## src/rtl/pipe_in_check_multi.sv

```systemverilog
// pipe_in_check_multi: checks host-written pipe words of configurable width
// against a selectable reference pattern and reports saturating error, word
// and first-failure statistics. A rotating throttle mask drives pipe_in_ready.
// Optional build macro PIPE_CHECK_ERR_BITS_EN adds the sticky err_bits output.
module pipe_in_check_multi #(
   parameter int unsigned DATA_WIDTH      = 32,
   parameter int unsigned ERR_COUNT_WIDTH = 32,
   parameter int unsigned THROTTLE_WIDTH  = 32
) (
   input  logic                       clk,
   input  logic                       reset,
   input  logic                       pipe_in_write,
   input  logic [DATA_WIDTH-1:0]      pipe_in_data,
   output logic                       pipe_in_ready,
   input  logic                       throttle_set,
   input  logic [THROTTLE_WIDTH-1:0]  throttle_val,
   input  logic [DATA_WIDTH-1:0]      fixed_pattern,
   input  logic [2:0]                 pattern,
   output logic [ERR_COUNT_WIDTH-1:0] error_count,
   output logic [31:0]                word_count,
   output logic                       first_err_valid,
   output logic [31:0]                first_err_index
`ifdef PIPE_CHECK_ERR_BITS_EN
   ,
   output logic [DATA_WIDTH-1:0]      err_bits
`endif
);

   localparam int unsigned LANES = DATA_WIDTH / 32;

   typedef enum logic [2:0] {
      MODE_COUNT = 3'd0,
      MODE_LFSR  = 3'd1,
      MODE_WALK  = 3'd2,
      MODE_FIXED = 3'd3,
      MODE_ALT   = 3'd4
   } mode_t;

   mode_t                     mode;
   logic [DATA_WIDTH-1:0]     gen;
   logic [DATA_WIDTH-1:0]     gen_seed_c;
   logic [DATA_WIDTH-1:0]     gen_next_c;
   logic [DATA_WIDTH-1:0]     expected_c;
   logic [DATA_WIDTH-1:0]     diff_c;
   logic                      mismatch_c;
   logic [THROTTLE_WIDTH-1:0] mask;

   // Every 32-bit lane starts from its own seed so lanes never alias
   function automatic logic [DATA_WIDTH-1:0] lfsr_seed();
      logic [DATA_WIDTH-1:0] s;
      s = '0;
      for (int unsigned i = 0; i < LANES; i++) begin
         s[i*32 +: 32] = 32'h0D0C0B0A ^ 32'(i);
      end
      return s;
   endfunction

   // One Fibonacci step applied independently to every lane
   function automatic logic [DATA_WIDTH-1:0] lfsr_step(input logic [DATA_WIDTH-1:0] cur);
      logic [DATA_WIDTH-1:0] n;
      logic [31:0]           l;
      n = '0;
      for (int unsigned i = 0; i < LANES; i++) begin
         l              = cur[i*32 +: 32];
         n[i*32 +: 32]  = {l[30:0], l[31] ^ l[21] ^ l[1] ^ l[0]};
      end
      return n;
   endfunction

   // Generator seed follows the pattern input being latched during reset
   always_comb begin
      gen_seed_c = '0;
      case (mode_t'(pattern))
         MODE_LFSR: gen_seed_c = lfsr_seed();
         MODE_WALK: gen_seed_c = DATA_WIDTH'(1);
         default:   gen_seed_c = '0;
      endcase
   end

   // Generator advance for the active mode; reserved modes count
   always_comb begin
      gen_next_c = gen;
      case (mode)
         MODE_LFSR:  gen_next_c = lfsr_step(gen);
         MODE_WALK:  gen_next_c = {gen[DATA_WIDTH-2:0], gen[DATA_WIDTH-1]};
         MODE_FIXED: gen_next_c = gen;
         MODE_ALT:   gen_next_c = gen;
         default:    gen_next_c = gen + DATA_WIDTH'(1);
      endcase
   end

   // Expected word; fixed modes use the live operand, alternating keys on k parity
   always_comb begin
      expected_c = gen;
      case (mode)
         MODE_FIXED: expected_c = fixed_pattern;
         MODE_ALT:   expected_c = word_count[0] ? ~fixed_pattern : fixed_pattern;
         default:    expected_c = gen;
      endcase
      diff_c     = pipe_in_data ^ expected_c;
      mismatch_c = pipe_in_write && (diff_c != '0);
   end

   // Mode latch and generator; mode only reloads while reset is held
   always_ff @(posedge clk) begin
      if (reset) begin
         mode <= mode_t'(pattern);
         gen  <= gen_seed_c;
      end else if (pipe_in_write) begin
         gen  <= gen_next_c;
      end
   end

   // Word and saturating error counters
   always_ff @(posedge clk) begin
      if (reset) begin
         word_count  <= '0;
         error_count <= '0;
      end else begin
         if (pipe_in_write) begin
            word_count <= word_count + 32'd1;
         end
         if (mismatch_c && (error_count != '1)) begin
            error_count <= error_count + ERR_COUNT_WIDTH'(1);
         end
      end
   end

   // Sticky capture of the index of the first failing word
   always_ff @(posedge clk) begin
      if (reset) begin
         first_err_valid <= 1'b0;
         first_err_index <= '0;
      end else if (mismatch_c && !first_err_valid) begin
         first_err_valid <= 1'b1;
         first_err_index <= word_count;
      end
   end

   // Throttle mask: load on throttle_set, otherwise rotate right each cycle
   always_ff @(posedge clk) begin
      if (reset) begin
         mask <= '1;
      end else if (throttle_set) begin
         mask <= throttle_val;
      end else begin
         mask <= (mask >> 1) | (mask << (THROTTLE_WIDTH - 1));
      end
   end

   assign pipe_in_ready = mask[0];

`ifdef PIPE_CHECK_ERR_BITS_EN
   // Accumulate every differing bit position seen since reset
   always_ff @(posedge clk) begin
      if (reset) begin
         err_bits <= '0;
      end else if (pipe_in_write) begin
         err_bits <= err_bits | diff_c;
      end
   end
`endif

endmodule
```

## config.mk

```make
export PLATFORM = sky130hd
export DESIGN_NAME = pipe_in_check_multi
export DESIGN_NICKNAME = d
export VERILOG_FILES = /design/src/rtl/pipe_in_check_multi.sv
export SDC_FILE = /design/constraint.sdc
export NUM_CORES = 1
export LEC_CHECK = 0
export BUFFER_PORTS_ARGS = -buffer_cell sky130_fd_sc_hd__buf_2
export CELL_PAD_IN_SITES_DETAIL_PLACEMENT = 0
export CELL_PAD_IN_SITES_GLOBAL_PLACEMENT = 1
export CORE_MARGIN = 10
export CORE_UTILIZATION = 39
export CTS_BUF_LIST = sky130_fd_sc_hd__clkbuf_8
export DETAILED_ROUTE_END_ITERATION = 8
export HOLD_SLACK_MARGIN = 0.06
export PLACE_DENSITY_LB_ADDON = 0.1
export SETUP_SLACK_MARGIN = 0.5
export SYNTH_ARGS = -nofsm -noshare
export SYNTH_HDL_FRONTEND = slang
export SYNTH_SLANG_ARGS = --single-unit
```

## constraint.sdc

```tcl
create_clock -name clk -period 2.6 [get_ports clk]
set_input_delay 0.39 -clock clk [delete_from_list [all_inputs] [get_ports clk]]
set_output_delay 0.39 -clock clk [all_outputs]
set_load 0.02 [all_outputs]
```

Word-level counts from Yosys, hierarchy flattened --
Index checks and enable logic that the tools add are counted.
Operators by class: multipliers 0, equal/unequal tests 8, add/subtract/negate cells 3, reduce and logical (&&, ||, !) cells 8, muxes and demuxes 7, shift operators 0, $lt $le $gt $ge 0, divide/modulo/power cells 0, bitwise logic cells 6
Operator list (number):
- 32-bit 2-to-1 mux | 4
- 32-bit by 1-bit adder with 32-bit output (second input constant) | 3
- 32-bit case mux with 3 select lines | 1
- 32-bit case mux with 2 select lines | 1
- 28-bit case mux with 2 select lines | 1
- 32-bit inequality test (second input constant) | 1
- 32-bit inverter | 1
- 31-bit by 32-bit OR with 32-bit output | 1
- 32-bit nonzero test | 1
- 32-bit XOR | 1
- 3-bit by 2-bit equality test with 1-bit output (second input constant) | 3
- 3-bit by 1-bit equality test with 1-bit output (second input constant) | 2
- 3-bit equality test (second input constant) | 1
- 1-bit logical AND | 3
- 1-bit XOR | 3
- 2-bit by 1-bit inequality test with 1-bit output (second input constant) | 1
- 2-bit AND reduction | 1
- 2-bit nonzero test | 1
- 2-bit OR reduction | 1
- 1-bit zero test | 1
Word-level totals: output and inout port bits 98, flip-flop bits (word level) 164, bits of input ports 103, memories kept 0, bits in latches 0, ROM bits 0, bits in writable memories 0

Logic depth before layout (Yosys ltp) --
depth after elaboration 7, gate-level depth with buffers 13

Worst setup path after synthesis --
Ideal clock, no wire load.
path kind register -> register, start point register word_count[0], end point register error_count[0], path slack -0.258 ns, cell stages (with the launch flop) 12, arrival time 2.735 ns, data required time 2.477 ns, path buffers 3, period minus slack after synthesis 2.858 ns, path through dfxtp_1 buf_4 buf_4 xor2_1 o32ai_2 o21a_1 nor4b_1 nand4_1 nor4_4 buf_6 nor2_1 mux2_1
Between the ends: cells in the longest elaborated chain, start to end 6
Ends and longest elaborated chain:
- from (decl) | line 20 | output logic [31:0] word_count,
- from (signal assigned) | line 121 | word_count <= word_count + 32'd1;
- 32-bit 2-to-1 mux | line 97 | MODE_ALT: expected_c = word_count[0] ? ~fixed_pattern : fixed_pattern;
- 32-bit case mux with 2 select lines | line 95 | case (mode)
- 32-bit XOR | line 100 | diff_c = pipe_in_data ^ expected_c;
- 32-bit nonzero test | line 101 | mismatch_c = pipe_in_write && (diff_c != '0);
- 1-bit logical AND | line 101
- 1-bit logical AND | line 123 | if (mismatch_c && (error_count != '1)) begin
- to (signal assigned) | line 124 | error_count <= error_count + ERR_COUNT_WIDTH'(1);
- to (decl) | line 19 | output logic [ERR_COUNT_WIDTH-1:0] error_count,
No other way between the ends. A chain may end at the register's enable or synchronous reset.

Worst setup path after layout --
start point register mode[1], end point register error_count[14]
Between the ends: cells in the longest elaborated chain, start to end 6, elaborated cells between the ends (all ways) 7, those cells by class eq/ne (2); mux (1); bitwise (1); reduce/logical (3)
Ends and longest elaborated chain:
- from (decl) | line 39 | mode_t mode;
- from (signal assigned) | line 107 | mode <= mode_t'(pattern);
- 3-bit equality test or 3-bit by 2-bit equality test with 1-bit output (tied branches) | line 95
- 32-bit case mux with 2 select lines (*) | line 95
- 32-bit XOR (*) | line 100
- 32-bit nonzero test (*) | line 101
- 1-bit logical AND (*) | line 101
- 1-bit logical AND (*) | line 123
Mark *: on every way between the ends. The rest lies on a longest branch, timed or not.

==> out/qor.txt <==
Hold Path Class: in -> reg
FF-to-FF Start: mode[1]
r2r setup slk: -0.46 ns
Root Buffer: clkbuf_8
Leakage Power: 0.00571 uW
drt total wl: 32200 um
Layout area overhead: 41.5%
post-route cell area: 0.0140 mm2
final setup fails: 65
DR pass1 iterations: 6
RSZ-0062 raised after global routing: true
Final Wtd Congestion: 0.838
fin worst setup slack: -0.455 ns
Clock transition at path regs: 0.11 ns
Die H: 179 um
met3 wire len: 1720 um
final hold vios: 0
R2R depth: 13
num rows: 58
crit path DAT: 3.41 ns
CP Buf/Inv Count: 5
initial drt markers: 678
footprint of the multi-input gates: 0.00664 mm2
Via density: 5.38
RR Endpoint: error_count[14]
final core utilization: 0.559
Synth top area share: 0.260
Reg area: 0.00364 mm2
Post-synth EDFFs: 35
worst skew pair latency: 0.47 ns
Final Max Slew Viols: 0
io pins: 201
via count: 9703
top cells by area, synth: dfxtp_1 (26%), edfxtp_1 (11%), xor2_1 (4.8%), nand2b_1 (4.4%), nor2b_1 (3.9%)
Min-Delay Path Depth: 2
Synth area leader: dfxtp_1
max-cap check violation count: 0
antenna cells: 0
Synth Warn #: 0
first-pass GRT wire length: 50200 um
CP max stage delay: 0.45 ns
syn_area_per_cell: 8.62 um2
Fillers: 2362
DRC errors left: 0
CTS H-tree depth: 4
Distinct cells, synth: 56
core area: 0.0251 mm2
crit path max-delay cell type: edfxtp_1
Global Route Usage Sum: 0.185
Levels on crit path: 13
Post-Syn Nets: 1257
Top Family by Delay on Critical Path: simple AND/OR/NAND/NOR gates
Final ANT Viol Nets: 0
global route total overflow: 0
Synth Instances: 1151
HPWL Detailed: 21600 um
Seq cells post-synth: 164
Max VDD drop: 0.000341 V
Crit Path Class: reg -> reg
Startpoint Class: flop
highest routed layer: met5
fraction of registers with async set/reset: 0
Mapped Area: 0.00992 mm2
largest net degree at the start of global routing: 143
crit share post-route: 1.18
wire length per cell: 17.9 um
relative slew slack: 0.615
Worst Hold End: mask[23]
FMAX: 327 MHz
Nets: 1565
Placed Cells: 1689
layout cells sized above 1: 0.378
Critical Path Fanout Max: 8
Worst EP required: 2.95 ns
hold wc startpoint: throttle_val[23]
sequential area share after synthesis: 0.366
total CTS buffers: 17
die area: 0.0322 mm2
CTS Buffer Depth: 2
starting density of the core: 0.395
IO buf count: 200
fin cells: 1802
metal2 WL: 15300 um
CTS tree: done
clock tree sinks: 164
DP Worst Slack: -0.698 ns
die width: 179 um
dominant synthesized flop cell: dfxtp_1
vias in the first global route: 9320
metal1 wirelength: 14700 um
failing checks: negative setup slack
Min Clock Period, post-route: 3.06 ns
antenna violations before repair: 2
status: complete, but fails checks
PD cells: 472 mW/mm2
clk_skew: 0.0253 ns
worst-margin pin slew: 0.577 ns
CP Capture Type: flop
CTS Hold Bufs: 0
DP Area: 0.0118 mm2
critical path cell sequence: buf_6, or3b_4, buf_8, o32ai_4, nor3_4, nor4b_4, nand4_1, buf_4, nor4_4, buf_6, buf_16, nor3_4, mux2_4
[worst max path at each step]
stage            start             endpoint  slack [ns]
2_1_floorplan  mode[0]       error_count[0]       -0.20
4_1_cts        mode[1]       error_count[3]       -0.43
5_1_grt        mode[2]   first_err_index[7]       -0.58
6_report       mode[1]      error_count[14]       -0.46
3_5_place_dp   mode[0]   first_err_index[0]       -0.70
3_3_place_gp   mode[2]  first_err_index[13]       -0.64
[layer usage]
metal,vias up,global-route usage
li1,4818,-
met1,4602,0.241
met2,253,0.302
met3,26,0.0462
met4,4,0.0387
met5,-,0
[synthesized netlist by cell type (13+ instances only)]
library cell    n
a211o_1        32
a21oi_1        72
a32oi_1        19
and3_1         25
and3b_1        17
clkbuf_1       55
dfxtp_1       129
edfxtp_1       35
mux2i_1        37
nand2_1        49
nand2b_1       69
nand3_1        42
nand4_1        37
nor2_1         86
nor2b_1        62
nor3_1         36
nor3b_1        18
o21a_1         25
o21ai_0        59
o21ai_1        13
or3_1          21
xor2_1         54
[stage by stage]
step,setup TNS (ns),hold WS (ns),power [uW]
finish,-26.77,0.129,6630
global route,-34.58,0.0774,6960
CTS,-25.47,0.102,6500
detailed placement,-41.92,0.463,4260
global placement,-38.47,0.454,4260
floorplan,-9.77,0.489,3770
[final cells by class]
type,count,share of cell area
timing repair buffer,382,0.204
inverter,9,0.00241
clock buffer,17,0.0167
sequential,164,0.259
tap,330,0.0294
clock inverter,15,0.0144
multi-input combinational,885,0.473
[registers in the layout (all words and copies together), names as in the netlist]
signal and count:
mask 32, first_err_index 32, gen 32, mode 3, error_count 32, first_err_valid 1
word_count 32
[where the power goes]
group	total, uW	internal (uW)	switching (uW)	leakage (uW)
combinational	1730	865	866	0.00407
clock	2030	845	1190	0.000219
sequential	2860	2740	124	0.00142
total	6630	4450	2180	0.00571
[logic make-up (layout without fill, tap and decap cells)]
logic type,count (synthesis),count (layout),synth area share
AND/OR/NAND/NOR,507,508,0.294
AO/OA/AOI/OAI,262,262,0.177
flip-flops,164,164,0.366
buffers and inverters,103,423,0.0525
XOR/XNOR,65,65,0.0574
multiplexers,47,47,0.0487
adder cells (fa/ha/maj),3,3,0.00378
[placed cells by master (no fill, tap or decap), types with 10 or more instances in the layout]
cell and instances:
buf_2 198, dfxtp_1 127, buf_4 106, nor2_1 72
nand2b_1 67, nor2b_1 59, buf_6 59, a21oi_1 57
xor2_1 52, nand2_1 41, nand4_1 37, o21ai_0 37
mux2i_1 37, nand3_1 36, edfxtp_1 35, o21ai_1 33
a211o_1 32, o21a_1 25, and3_1 23, nor3_1 21
or3_1 20, clkbuf_8 17, and3b_1 16, nor3b_1 16
a21oi_2 14, a32oi_1 11, nor3_4 10
[worst register-to-register path, delay by kind of cell (launching register included)]
kind	cells	cell delay, ns
buf+inv	5	0.86
compound gates	1	0.14
flops	1	0.45
mux	1	0.30
simple gates	6	1.22
[repair_timing]
| item | 4_1_cts | 5_1_grt |
|---|---|---|
| gates resized for setup | 123 | 126 |
| setup endpoints to repair | 121 | 111 |
| gates cloned | 6 | 2 |
| pin swaps | 67 | 60 |
| setup buffers | 54 | 19 |
| hold endpoints to repair | 0 | 0 |
(Power assumes the default switching activity.)
